**src/rtl/display_scanner_pkg.sv**
```systemverilog
// display_scanner_pkg
// Shared constants for the multiplexed seven-segment display scanner.
// Segment patterns are stored "lit = 1" with segment a in bit 0 through
// segment g in bit 6. SEGMENT_ACTIVE_LOW sets the pin polarity, and the
// helper functions turn a lit pattern into the level driven on the pins.
package display_scanner_pkg;

    typedef logic [6:0] segment_pattern_t;

    localparam logic SEGMENT_ACTIVE_LOW = 1'b1;

    localparam segment_pattern_t DIGIT_0   = 7'b0111111;
    localparam segment_pattern_t DIGIT_1   = 7'b0000110;
    localparam segment_pattern_t DIGIT_2   = 7'b1011011;
    localparam segment_pattern_t DIGIT_3   = 7'b1001111;
    localparam segment_pattern_t DIGIT_4   = 7'b1100110;
    localparam segment_pattern_t DIGIT_5   = 7'b1101101;
    localparam segment_pattern_t DIGIT_6   = 7'b1111101;
    localparam segment_pattern_t DIGIT_7   = 7'b0000111;
    localparam segment_pattern_t DIGIT_8   = 7'b1111111;
    localparam segment_pattern_t DIGIT_9   = 7'b1101111;
    localparam segment_pattern_t SEG_DASH  = 7'b1000000;
    localparam segment_pattern_t SEG_BLANK = 7'b0000000;

    function automatic segment_pattern_t segment_pin_level(input segment_pattern_t lit);
        return SEGMENT_ACTIVE_LOW ? ~lit : lit;
    endfunction

    function automatic logic dp_pin_level(input logic lit);
        return SEGMENT_ACTIVE_LOW ? ~lit : lit;
    endfunction

endpackage

```
**src/rtl/display_scanner_bcd_to_seven_segment.sv**
```systemverilog
// bcd_to_seven_segment
// Combinational BCD to seven-segment decoder. Values 0-9 give the usual
// digit shapes; any larger value gives a dash (segment g only).
// Ports:
//   bcd     - digit value, BCD_WIDTH bits
//   pattern - lit-high segment pattern, a in bit 0 .. g in bit 6
module bcd_to_seven_segment
    import display_scanner_pkg::*;
#(
    parameter int BCD_WIDTH = 4
) (
    input  logic [BCD_WIDTH-1:0] bcd,
    output segment_pattern_t     pattern
);

    logic [31:0] value;

    assign value = 32'(bcd);

    always_comb begin
        pattern = SEG_DASH;
        case (value)
            32'd0:   pattern = DIGIT_0;
            32'd1:   pattern = DIGIT_1;
            32'd2:   pattern = DIGIT_2;
            32'd3:   pattern = DIGIT_3;
            32'd4:   pattern = DIGIT_4;
            32'd5:   pattern = DIGIT_5;
            32'd6:   pattern = DIGIT_6;
            32'd7:   pattern = DIGIT_7;
            32'd8:   pattern = DIGIT_8;
            32'd9:   pattern = DIGIT_9;
            default: pattern = SEG_DASH;
        endcase
    end

endmodule

```
**src/rtl/display_scanner.sv**
```systemverilog
// display_scanner
// Time-multiplexes a packed BCD number onto a common-anode seven-segment
// display. Each digit gets one slot of SLOT_CYCLES clocks; the first
// DEAD_TIME_CYCLES of every slot keep all anodes off to avoid ghosting.
// The inputs are snapshotted once per frame so a frame never mixes values.
// Ports:
//   clk                 - clock, all state on the rising edge
//   rst                 - asynchronous active-low reset
//   number              - packed BCD, digit 0 in the LSBs
//   blank_leading_zeros - suppress leading zero digits (digit 0 always shown)
//   dp_mask             - per-digit decimal point request
//   segments            - active-low segments a..g in bits 0..6
//   dp                  - active-low decimal point
//   digit_select        - active-low one-hot anode enables
module display_scanner
    import display_scanner_pkg::*;
#(
    parameter int NUMBER_OF_DIGITS            = 4,
    parameter int NUMBER_OF_BITS_PER_DIGIT    = 4,
    parameter int BOARD_CLOCK_FREQUENCY_IN_HZ = 100_000_000,
    parameter int DIGIT_REFRESH_HZ            = 1000,
    parameter int DEAD_TIME_CYCLES            = 16
) (
    input  logic                                                 clk,
    input  logic                                                 rst,
    input  logic [NUMBER_OF_DIGITS*NUMBER_OF_BITS_PER_DIGIT-1:0] number,
    input  logic                                                 blank_leading_zeros,
    input  logic [NUMBER_OF_DIGITS-1:0]                          dp_mask,
    output logic [6:0]                                           segments,
    output logic                                                 dp,
    output logic [NUMBER_OF_DIGITS-1:0]                          digit_select
);

    localparam int SLOT_CYCLES   = BOARD_CLOCK_FREQUENCY_IN_HZ / DIGIT_REFRESH_HZ;
    localparam int COUNTER_WIDTH = (SLOT_CYCLES > 2) ? $clog2(SLOT_CYCLES) : 1;
    localparam int INDEX_WIDTH   = (NUMBER_OF_DIGITS > 1) ? $clog2(NUMBER_OF_DIGITS) : 1;
    localparam int NUMBER_WIDTH  = NUMBER_OF_DIGITS * NUMBER_OF_BITS_PER_DIGIT;

    localparam logic [COUNTER_WIDTH-1:0] LAST_COUNT = COUNTER_WIDTH'(SLOT_CYCLES - 1);
    localparam logic [COUNTER_WIDTH-1:0] DEAD_COUNT = COUNTER_WIDTH'(DEAD_TIME_CYCLES);
    localparam logic [INDEX_WIDTH-1:0]   LAST_INDEX = INDEX_WIDTH'(NUMBER_OF_DIGITS - 1);

    if (DEAD_TIME_CYCLES >= SLOT_CYCLES || SLOT_CYCLES < 2) begin : g_invalid_timing
        $error("display_scanner: need SLOT_CYCLES >= 2 and DEAD_TIME_CYCLES < SLOT_CYCLES");
    end

    logic [COUNTER_WIDTH-1:0]          slot_counter;
    logic [INDEX_WIDTH-1:0]            digit_index;
    logic [NUMBER_WIDTH-1:0]           number_snapshot;
    logic                              blank_snapshot;
    logic [NUMBER_OF_DIGITS-1:0]       dp_snapshot;

    logic [NUMBER_OF_BITS_PER_DIGIT-1:0] current_digit;
    logic                                current_blanked;
    logic                                current_dp;
    logic [NUMBER_OF_DIGITS-1:0]         current_enable;
    logic                                upper_all_zero;
    segment_pattern_t                    current_pattern;

    // Walk from the most-significant digit down so each digit knows whether
    // it and everything above it are zero. Digit 0 is never blanked.
    always_comb begin
        current_digit   = '0;
        current_blanked = 1'b0;
        current_dp      = 1'b0;
        current_enable  = '0;
        upper_all_zero  = 1'b1;
        for (int i = NUMBER_OF_DIGITS - 1; i >= 0; i--) begin
            upper_all_zero = upper_all_zero &&
                (number_snapshot[i*NUMBER_OF_BITS_PER_DIGIT +: NUMBER_OF_BITS_PER_DIGIT] == '0);
            if (digit_index == INDEX_WIDTH'(i)) begin
                current_digit   = number_snapshot[i*NUMBER_OF_BITS_PER_DIGIT +: NUMBER_OF_BITS_PER_DIGIT];
                current_blanked = blank_snapshot && upper_all_zero && (i != 0);
                current_dp      = dp_snapshot[i];
                current_enable[i] = 1'b1;
            end
        end
    end

    bcd_to_seven_segment #(
        .BCD_WIDTH(NUMBER_OF_BITS_PER_DIGIT)
    ) u_decoder (
        .bcd    (current_digit),
        .pattern(current_pattern)
    );

    // Outputs are registered from the current counter/index state, so the
    // pins trail the scan state by one clock. The snapshot is taken on the
    // edge that starts a new frame (index wrapping back to 0).
    always_ff @(posedge clk or negedge rst) begin
        if (!rst) begin
            slot_counter    <= '0;
            digit_index     <= '0;
            number_snapshot <= '0;
            blank_snapshot  <= 1'b0;
            dp_snapshot     <= '0;
            segments        <= 7'h7F;
            dp              <= 1'b1;
            digit_select    <= '1;
        end else begin
            if (slot_counter == LAST_COUNT) begin
                slot_counter <= '0;
                if (digit_index == LAST_INDEX) begin
                    digit_index     <= '0;
                    number_snapshot <= number;
                    blank_snapshot  <= blank_leading_zeros;
                    dp_snapshot     <= dp_mask;
                end else begin
                    digit_index <= digit_index + 1'b1;
                end
            end else begin
                slot_counter <= slot_counter + 1'b1;
            end

            digit_select <= (slot_counter < DEAD_COUNT) ? '1 : ~current_enable;
            segments     <= current_blanked ? segment_pin_level(SEG_BLANK)
                                            : segment_pin_level(current_pattern);
            dp           <= dp_pin_level(current_dp && !current_blanked);
        end
    end

endmodule
```
**config.mk**
```make
export PLATFORM = sky130hd
export DESIGN_NAME = display_scanner
export DESIGN_NICKNAME = d
export VERILOG_FILES = /design/src/rtl/display_scanner_pkg.sv /design/src/rtl/display_scanner_bcd_to_seven_segment.sv /design/src/rtl/display_scanner.sv
export SDC_FILE = /design/constraint.sdc
export NUM_CORES = 1
export LEC_CHECK = 0
export BUFFER_PORTS_ARGS = -buffer_cell sky130_fd_sc_hd__buf_2
export CORE_AREA = 5 5 83 85
export DETAILED_ROUTE_END_ITERATION = 16
export DIE_AREA = 0 0 88 90
export GPL_ROUTABILITY_DRIVEN = 0
export PLACE_DENSITY = 0.61
export SKIP_LAST_GASP = 1
export SYNTH_ARGS = -nofsm -noshare
export SYNTH_HDL_FRONTEND = slang
export SYNTH_SLANG_ARGS = --single-unit
```
**constraint.sdc**
```tcl
create_clock -name clk -period 3.5 [get_ports clk]
set_input_delay 0.35 -clock clk [delete_from_list [all_inputs] [get_ports clk]]
set_output_delay 0.35 -clock clk [all_outputs]
set_load 0.02 [all_outputs]
```
==> results of run 1 <==
==> sequential cells by signal, indices dropped and copies added, names as in the netlist <==
register and count:
dp 1, digit_index 2, dp_snapshot 4, slot_counter 17
number_snapshot 16, segments 7, digit_select 4, blank_snapshot 1
==> final cells by class <==
cell class / count / area (um2) / share of cell area
Clock buffer: 6 / 72.6 / 0.0246
Tap cell: 77 / 96.3 / 0.0326
Multi-Input combinational cell: 149 / 1210 / 0.411
Clock inverter: 2 / 35.0 / 0.0119
Sequential cell: 52 / 1320 / 0.446
Inverter: 5 / 18.8 / 0.00636
Timing Repair Buffer: 38 / 200 / 0.0678
==> cells by family after synthesis <==
group | after synthesis | share of synthesized area
AND/OR/NAND/NOR | 77 | 0.162
XOR/XNOR | 15 | 0.0504
adder cells (fa/ha/maj) | 10 | 0.0480
buffers and inverters | 15 | 0.0293
flip-flops | 52 | 0.505
multiplexers | 27 | 0.145
AO/OA/AOI/OAI | 20 | 0.0605
==> metal layers <==
layer | vias to the layer above | wire length [um]
li1 | 821 | -
met1 | 807 | 2300
met2 | 37 | 2120
met3 | 4 | 210
met4 | 0 | 53
met5 | - | 0
==> placed cells by master (no fill, tap or decap), drive strengths merged, types with 4 or more instances in the layout <==
master,Yosys,routed
nand3b,4,4
buf,6,38
dfstp,12,12
nor2b,5,5
clkbuf,4,6
nor3,4,4
xnor2,10,10
mux2,25,25
nand3,6,6
inv,5,5
ha,10,10
xor2,5,5
nand4,6,6
nor2,15,15
nand2,18,18
nor4,5,5
dfrtp,40,40
==> report_power, final <==
group	internal (mW)	switching, mW	total (mW)
clock	0.212	0.189	0.401
sequential	0.626	0.0127	0.638
combinational	0.0457	0.0442	0.0899
total	0.884	0.246	1.13
==> worst max path at each step <==
stage | cells after the start | endpoint
after floorplan | 10 | segments[3]
after global placement | 9 | segments[3]
after detailed placement | 9 | segments[3]
after CTS | 9 | segments[3]
after global routing | 9 | segments[3]
final | 9 | segments[3]
==> stage by stage <==
| stage | cell area (um2) | hold WS [ns] |
|---|---|---|
| after floorplan | 2610 | 0.0544 |
| after global placement | 2850 | 0.478 |
| after detailed placement | 2850 | 0.482 |
| after CTS | 2950 | 0.166 |
| after global routing | 2950 | 0.209 |
| final | 2950 | 0.135 |
==> worst reg2reg max path: stages (launching register included) <==
cell and delay [ns]:
dfrtp_1 0.42, inv_1 0.11, ha_1 0.37, mux2_1 0.36
mux2_2 0.29, a22oi_4 0.23, inv_1 0.09, ha_1 0.29
or3_1 0.36, a31o_1 0.21
==> flow_summary.yaml, run 1 <==
status:
  status: "finished clean"
synthesis:
  synthesis.area_um2: 2610
  synth-seq-cells: 52
  avgSynthCellArea_um2: 12.1
  ys_async_sr_fraction: 1.00
  yosysMostFrequentCell: "dfrtp_1"
  yosysTopAreaCell: "dfrtp_1"
  synth_top_cell_area_share: 0.384
  synth_nets: 249
  synthCells: 216
  synth_ff_type: "dfrtp_1"
  synth_top_cells_by_count: "40 x dfrtp_1, 20 x mux2_4, 17 x nand2_1"
  ys_types: 43
  seq_area_frac_synth: 0.505
  synth_edf_count: 0
  ys_top_cells_by_area: "dfrtp_1 38%, dfstp_2 12%, mux2_4 12%, ha_1 4.8%, xnor2_1 3.4%"
  synth_warnings: 0
sta:
  fin_setup_tns_ns: 0
  fin_skew_ns: 0.00597
  setup_ws_ns: 0.711
  fmaxAchievable_mhz: 359
  tightestPinTransition_ns: 0.823
  setup_viol: 0
  max_slew_margin: 0.451
  rsz0062_at_grt: "no"
  hold_viol_final: 0
  fin_crit_sh: 0.797
  min_period_ns: 2.79
  slew_violations: 0
detailed_routing:
  wl_per_cell_um: 14.2
  drt_wl_total_um: 4680
  drc: 0
  vias: 1669
  ant_nets: 0
  viasPerCell: 5.07
  first_iter_violations: 97
  dr.pass1.iters: 4
clock_network:
  post_cts_buffers: 0
  tritoncts: "built"
  ctsResizeCount: 0
  cts.clk_slew.worst_paths_ns: 0.09
  clk_latency_ns: 0.30
  cts_root_buf: "clkbuf_8"
  cts_buffer_depth: 2
  htreeDepth: 2
  cts_sinks: 52
  ctsHoldBuffers: 0
  numCtsBuffers: 5
power:
  p_total_mw: 1.13
  p_leak_nw: 1.38
  p_per_area_nw_per_um2: 382
  vdd_drop_max_mv: 0.173
critical_path:
  arrival_ns: 3.03
  crit_buf_inv: 2
  path_delay_family: "adder cells"
  slowest_delay_ns: 0.42
  startpoint_type: "register"
  critPathMaxFanout: 11
  r2r_cells: 9
  worstPathRequired_ns: 3.74
  slowest_stage: "dfrtp_1"
  end_kind: "register"
  cp-startpoint: "digit_index[0]"
  r2r_start: "digit_index[0]"
  cp_cell_sequence: "inv_1 > ha_1 > mux2_1 > mux2_2 > a22oi_4 > inv_1 > ha_1 > or3_1 > a31o_1"
  r2r-end: "segments[3]"
  rrSetupSlack_ns: 0.71
  critPathKind: "register to register"
floorplan:
  dieArea_um2: 7920
  die-height_um: 90
  die_w_um: 88
  start_util: 0.425
  coreArea_um2: 6130
  rows: 29
  io_pins: 35
placed_design:
  post-place-ws_ns: 0.711
  place_inst: 321
  hpwl_um: 3430
  portBuffers: 34
finish:
  diodes: 0
  fin_nets: 284
  fillCellCount: 582
  syn_to_final_growth_pct: 13.3
  fin_util: 0.482
  stdcell_count: 329
  layout-drive-gt1-share: 0.345
global_route:
  grtUsageMet3: 0.0283
  grt_max_degree: 40
  grt_pass1_vias: 1664
  antenna_found_initial: 0
  grt_use_met2: 0.189
  grt_usage: 0.128
  grt_pass1_wl_um: 8110
  gr-usage-met1: 0.189
  top_usage_layer: "met2"
  overflow: 0
hold_path:
  min_path_type: "input pin to asynchronous set/reset pin"
flow_run:
  maxCapViolCount: 0
Power figures use the tool's default switching activity.
==> run 2, diff against run 1 <==
Settings changed: PLACE_DENSITY 0.61 to 0.63.
Clock period 3.5 ns to 2.5 ns, I/O delays scaled along.
==> run 2 against run 1 <==
Net effect: design area rose by 3.3%; sequential power rose by 40%; via count is 1.2% higher; critical path depth unchanged; clock skew increased by 0.0015 ns; global-route usage increased by 0.60 points; sequential share of layout area is 1.4 points lower; first-iteration DRC count grew 30%; count of clock-buffer cells in the layout up 2; highest routed layer unchanged.
==> flow_summary.yaml, run 2 (synthesis results as in run 1) <==
sta:
  max_slew_margin: 0.593
  tightestPinTransition_ns: 0.611
  fin_skew_ns: 0.00742
  rsz0062_at_grt: "no"
  fin_setup_tns_ns: 0
  hold_viol_final: 0
  slew_violations: 0
  fin_crit_sh: 0.939
  min_period_ns: 2.35
  setup_viol: 0
  fmaxAchievable_mhz: 426
power:
  power_switching_mw: 0.354
  vdd_drop_max_mv: 0.263
  p_total_mw: 1.55
  combPwrFrac: 0.087
  swShare: 0.228
  p_clk_frac: 0.339
  p_leak_nw: 1.43
  p_int_mw: 1.20
  p_per_area_nw_per_um2: 509
  seqPwrFrac: 0.575
finish:
  fin_util: 0.497
  layout-drive-gt1-share: 0.377
  top_regs: "slot_counter x17, number_snapshot x16, segments x7"
  largest_register: "slot_counter"
  fin_nets: 292
  largest_reg_flops: 17
  final_common_cell: "dfrtp_1"
  syn_to_final_growth_pct: 17.0
  layout_common_cells: "40 x dfrtp_1, 34 x buf_2, 21 x mux2_4"
  diodes: 0
global_route:
  grt_usage: 0.134
  overflow: 0
  grt_pass1_wl_um: 8470
  antenna_found_initial: 0
  grt_pass1_vias: 1780
  grt_max_degree: 30
detailed_routing:
  ant_nets: 0
  wl_per_cell_um: 14.7
  dr.pass1.iters: 4
  first_iter_violations: 126
  drt_wl_total_um: 4940
  drc: 0
  vias: 1689
  viasPerCell: 5.01
critical_path:
  slowest_stage: "dfrtp_1"
  startpoint_type: "register"
  crit_buf_inv: 2
  r2r_start: "digit_index[0]"
  critPathMaxFanout: 4
  end_kind: "register"
  cp_cell_sequence: "inv_2 > ha_4 > mux2_1 > mux2_4 > a22oi_4 > inv_2 > ha_4 > or3_1 > a31o_1"
  critPathKind: "register to register"
  path_delay_family: "multiplexers"
  cp-startpoint: "digit_index[0]"
  arrival_ns: 2.59
  worstPathRequired_ns: 2.74
  slowest_delay_ns: 0.42
placed_design:
  hpwl_um: 3610
  portBuffers: 34
floorplan:
  die_w_um: 88
  die-height_um: 90
  io_pins: 35
  rows: 29
  coreArea_um2: 6130
  dieArea_um2: 7920
  start_util: 0.425
flow_run:
  maxCapViolCount: 0
hold_path:
  min_path_type: "input pin to register"
  min-delay-start: "number[1]"
clock_network:
  clk_latency_ns: 0.30
  cts_buffer_depth: 2
  cts.clk_slew.worst_paths_ns: 0.09
  numCtsBuffers: 5
  cts_sinks: 52
  tritoncts: "built"
  htreeDepth: 2
  cts_root_buf: "clkbuf_8"
status:
  status: "finished clean"
==> run 2: cell types whose count changed in the layout (fill, tap and decap cells not counted), sizes merged <==
cell         change
clkinv           -1
dlygate4sd3      +1
bufinv           -1
buf              +7
clkbuf           +2
==> run 2: worst reg2reg max path: cells and delay by family (launching register included) <==
family	cells	cell delay [ns]
fa+ha+maj	2	0.35
compound gates	2	0.37
simple gates	1	0.36
mux	2	0.61
flops	1	0.42
buf+inv	2	0.18
==> run 2: worst paths after layout <==
kind,endpoint,slack (ns),cells after the start
setup / recovery,segments[3],0.15,9
min in group asynchronous,number_snapshot[1],0.46,2
setup reg to reg,segments[3],0.15,9
hold / removal,number_snapshot[1],0.17,2
hold reg to reg,slot_counter[0],0.49,1
max in group asynchronous,digit_select[3],1.41,3
==> run 2: timing repair <==
item,in CTS,in global routing
buffers inserted,0,1
hold endpoints to repair,23,0
setup endpoints to repair,0,1
hold buffers,1,0
resized for setup,0,3
==> run 2: area by class of cell <==
class,count,area [um2]
inverters,5,18.8
fillers,578,3080
clock buffers,8,100
well taps,77,96.3
multi-input cells,149,1240
flip-flops and latches,52,1320
repair buffers,46,275
==> run 2: power groups by stage <==
stage          Clock (mW)  Sequential [mW]  Combinational, mW
2_1_floorplan           0            0.918             0.0599
3_5_place_dp            0            0.908              0.134
3_3_place_gp            0            0.908              0.132
6_report            0.526            0.893              0.134
5_1_grt             0.572            0.896              0.150
4_1_cts             0.538            0.893              0.135
==> run 2: layer usage <==
layer | part of all wire | global-route usage | up-vias
met1 | 0.47 | 0.183 | 813
met4 | 0.0093 | 0.0307 | 0
met5 | 0 | 0 | -
li1 | - | - | 838
met2 | 0.47 | 0.216 | 34
met3 | 0.046 | 0.0302 | 4
==> run 2: stage by stage <==
stage               cell area, um2  worst slack [ns]  hold WS, ns  std cells
finish                        3050             0.152        0.168        337
global route                  3050            0.0486        0.158        337
CTS                           3020            0.0632        0.163        336
detailed placement            2910            0.0868        0.277        327
global placement              2910             0.144        0.275        327
floorplan                     2620           0.00912      -0.0456        216
==> run 3, diff against run 2 <==
Settings changed: RECOVER_POWER from default to 25.
==> run 3 against run 2 <==
Net effect: sequential power about the same; largest cell class unchanged; maximum frequency unchanged; count of clock-buffer cells in the layout unchanged; critical path type unchanged; highest routed layer unchanged.
==> flow_summary.yaml, run 3 (synthesis results as in run 1) <==
detailed_routing:
  dr.pass1.iters: 4
  dr_wl_met2_um: 2340
  wl_met3_um: 226
  ant_nets: 0
  vias: 1689
  wl_per_cell_um: 14.7
  drt_wl_total_um: 4940
  dr.max_layer_used: "met4"
  first_iter_violations: 126
  m1WireLength_um: 2320
  drc: 0
  viasPerCell: 5.01
critical_path:
  r2r_cells: 9
  slowest_stage: "dfrtp_1"
  path_delay_family: "multiplexers"
  slowest_delay_ns: 0.42
  startpoint_type: "register"
  end_kind: "register"
  arrival_ns: 2.59
  cp_cell_sequence: "inv_2 > ha_4 > mux2_1 > mux2_4 > a22oi_4 > inv_2 > ha_4 > or3_1 > a31o_1"
  path_depth: 9
  critPathMaxFanout: 4
  crit_buf_inv: 2
  worstPathRequired_ns: 2.74
  critPathKind: "register to register"
finish:
  largest_reg_flops: 17
  top_regs: "slot_counter x17, number_snapshot x16, segments x7"
  layout_common_cells: "40 x dfrtp_1, 33 x buf_2, 21 x mux2_4"
  final_common_cell: "dfrtp_1"
  largest_register: "slot_counter"
  fillCellCount: 579
  diodes: 0
  syn_to_final_growth_pct: 16.9
  layout-drive-gt1-share: 0.373
  fin_nets: 292
global_route:
  antenna_found_initial: 0
  grt_max_degree: 30
  grt_pass1_vias: 1780
  grt_pass1_wl_um: 8470
  grt_usage: 0.134
  overflow: 0
placed_design:
  portBuffers: 34
  hpwl_um: 3610
power:
  p_per_area_nw_per_um2: 510
  p_leak_nw: 1.42
  vdd_drop_max_mv: 0.263
sta:
  hold_viol_final: 0
  fmaxAchievable_mhz: 426
  fin_setup_tns_ns: 0
  slew_violations: 0
  fin_crit_sh: 0.939
  tightestPinTransition_ns: 1.36
  rsz0062_at_grt: "no"
  fin_skew_ns: 0.00742
  holdWs_ns: 0.168
  setup_viol: 0
  max_slew_margin: 0.0905
  min_period_ns: 2.35
flow_run:
  maxCapViolCount: 0
clock_network:
  cts_buffer_depth: 2
  tritoncts: "built"
  cts.clk_slew.worst_paths_ns: 0.09
  cts_root_buf: "clkbuf_8"
  cts_sinks: 52
  htreeDepth: 2
  clk_latency_ns: 0.30
  numCtsBuffers: 5
floorplan:
  die-height_um: 90
  dieArea_um2: 7920
  start_util: 0.425
  die_w_um: 88
  io_pins: 35
  rows: 29
  coreArea_um2: 6130
status:
  status: "finished clean"
hold_path:
  min_path_type: "input pin to register"
  holdPathStages: 2
[run 3: changes by cell type in the layout (fill, tap and decap cells not counted), sizes merged]
cell    previous run  this run
buf               45        44
clkbuf             8         9
[run 3: stage by stage]
step | cell area, um2 | utilization | total power [mW] | worst slack (ns) | cells
6_report | 3050 | 0.497 | 1.55 | 0.152 | 337
3_3_place_gp | 2910 | 0.474 | 1.04 | 0.144 | 327
2_1_floorplan | 2620 | - | 0.978 | 0.00912 | 216
5_1_grt | 3050 | 0.497 | 1.62 | 0.0486 | 337
4_1_cts | 3020 | 0.492 | 1.57 | 0.0632 | 336
3_5_place_dp | 2910 | 0.474 | 1.04 | 0.0868 | 327
[run 3: final timing paths]
| kind | startpoint | end | slack [ns] |
|---|---|---|---|
| max in group asynchronous | rst | digit_select[3] | 0.86 |
| worst min-delay path | number[1] | number_snapshot[1] | 0.17 |
| worst max-delay path | digit_index[0] | segments[3] | 0.15 |
| worst min register to register | slot_counter[0] | slot_counter[0] | 0.49 |
| worst max register to register | digit_index[0] | segments[3] | 0.15 |
| min in group asynchronous | rst | number_snapshot[1] | 0.78 |
[run 3: power by group]
group / leakage, nW / switching (mW) / internal [mW]
Clock: 0.0515 / 0.273 / 0.253
Sequential: 0.622 / 0.0169 / 0.876
Combinational: 0.750 / 0.0643 / 0.0700
[run 3: metal layers]
layer,vias to the layer above,track usage
li1,838,-
met1,813,0.183
met2,34,0.216
met3,4,0.0302
met4,0,0.0307
met5,-,0
[run 3: final cells by class]
cell class,count,area [um2],area share
flip-flops and latches,52,1320,0.432
multi-input cells,149,1240,0.408
repair buffers,46,274,0.0899
clock buffers,8,100,0.0328
well taps,77,96.3,0.0316
inverters,5,18.8,0.00616
[run 3: what timing repair did]
action,CTS,global route
setup endpoints to repair,0,1
endpoints found under the hold margin,23,0
hold buffers,1,0
setup buffers,0,1
resized for setup,0,3
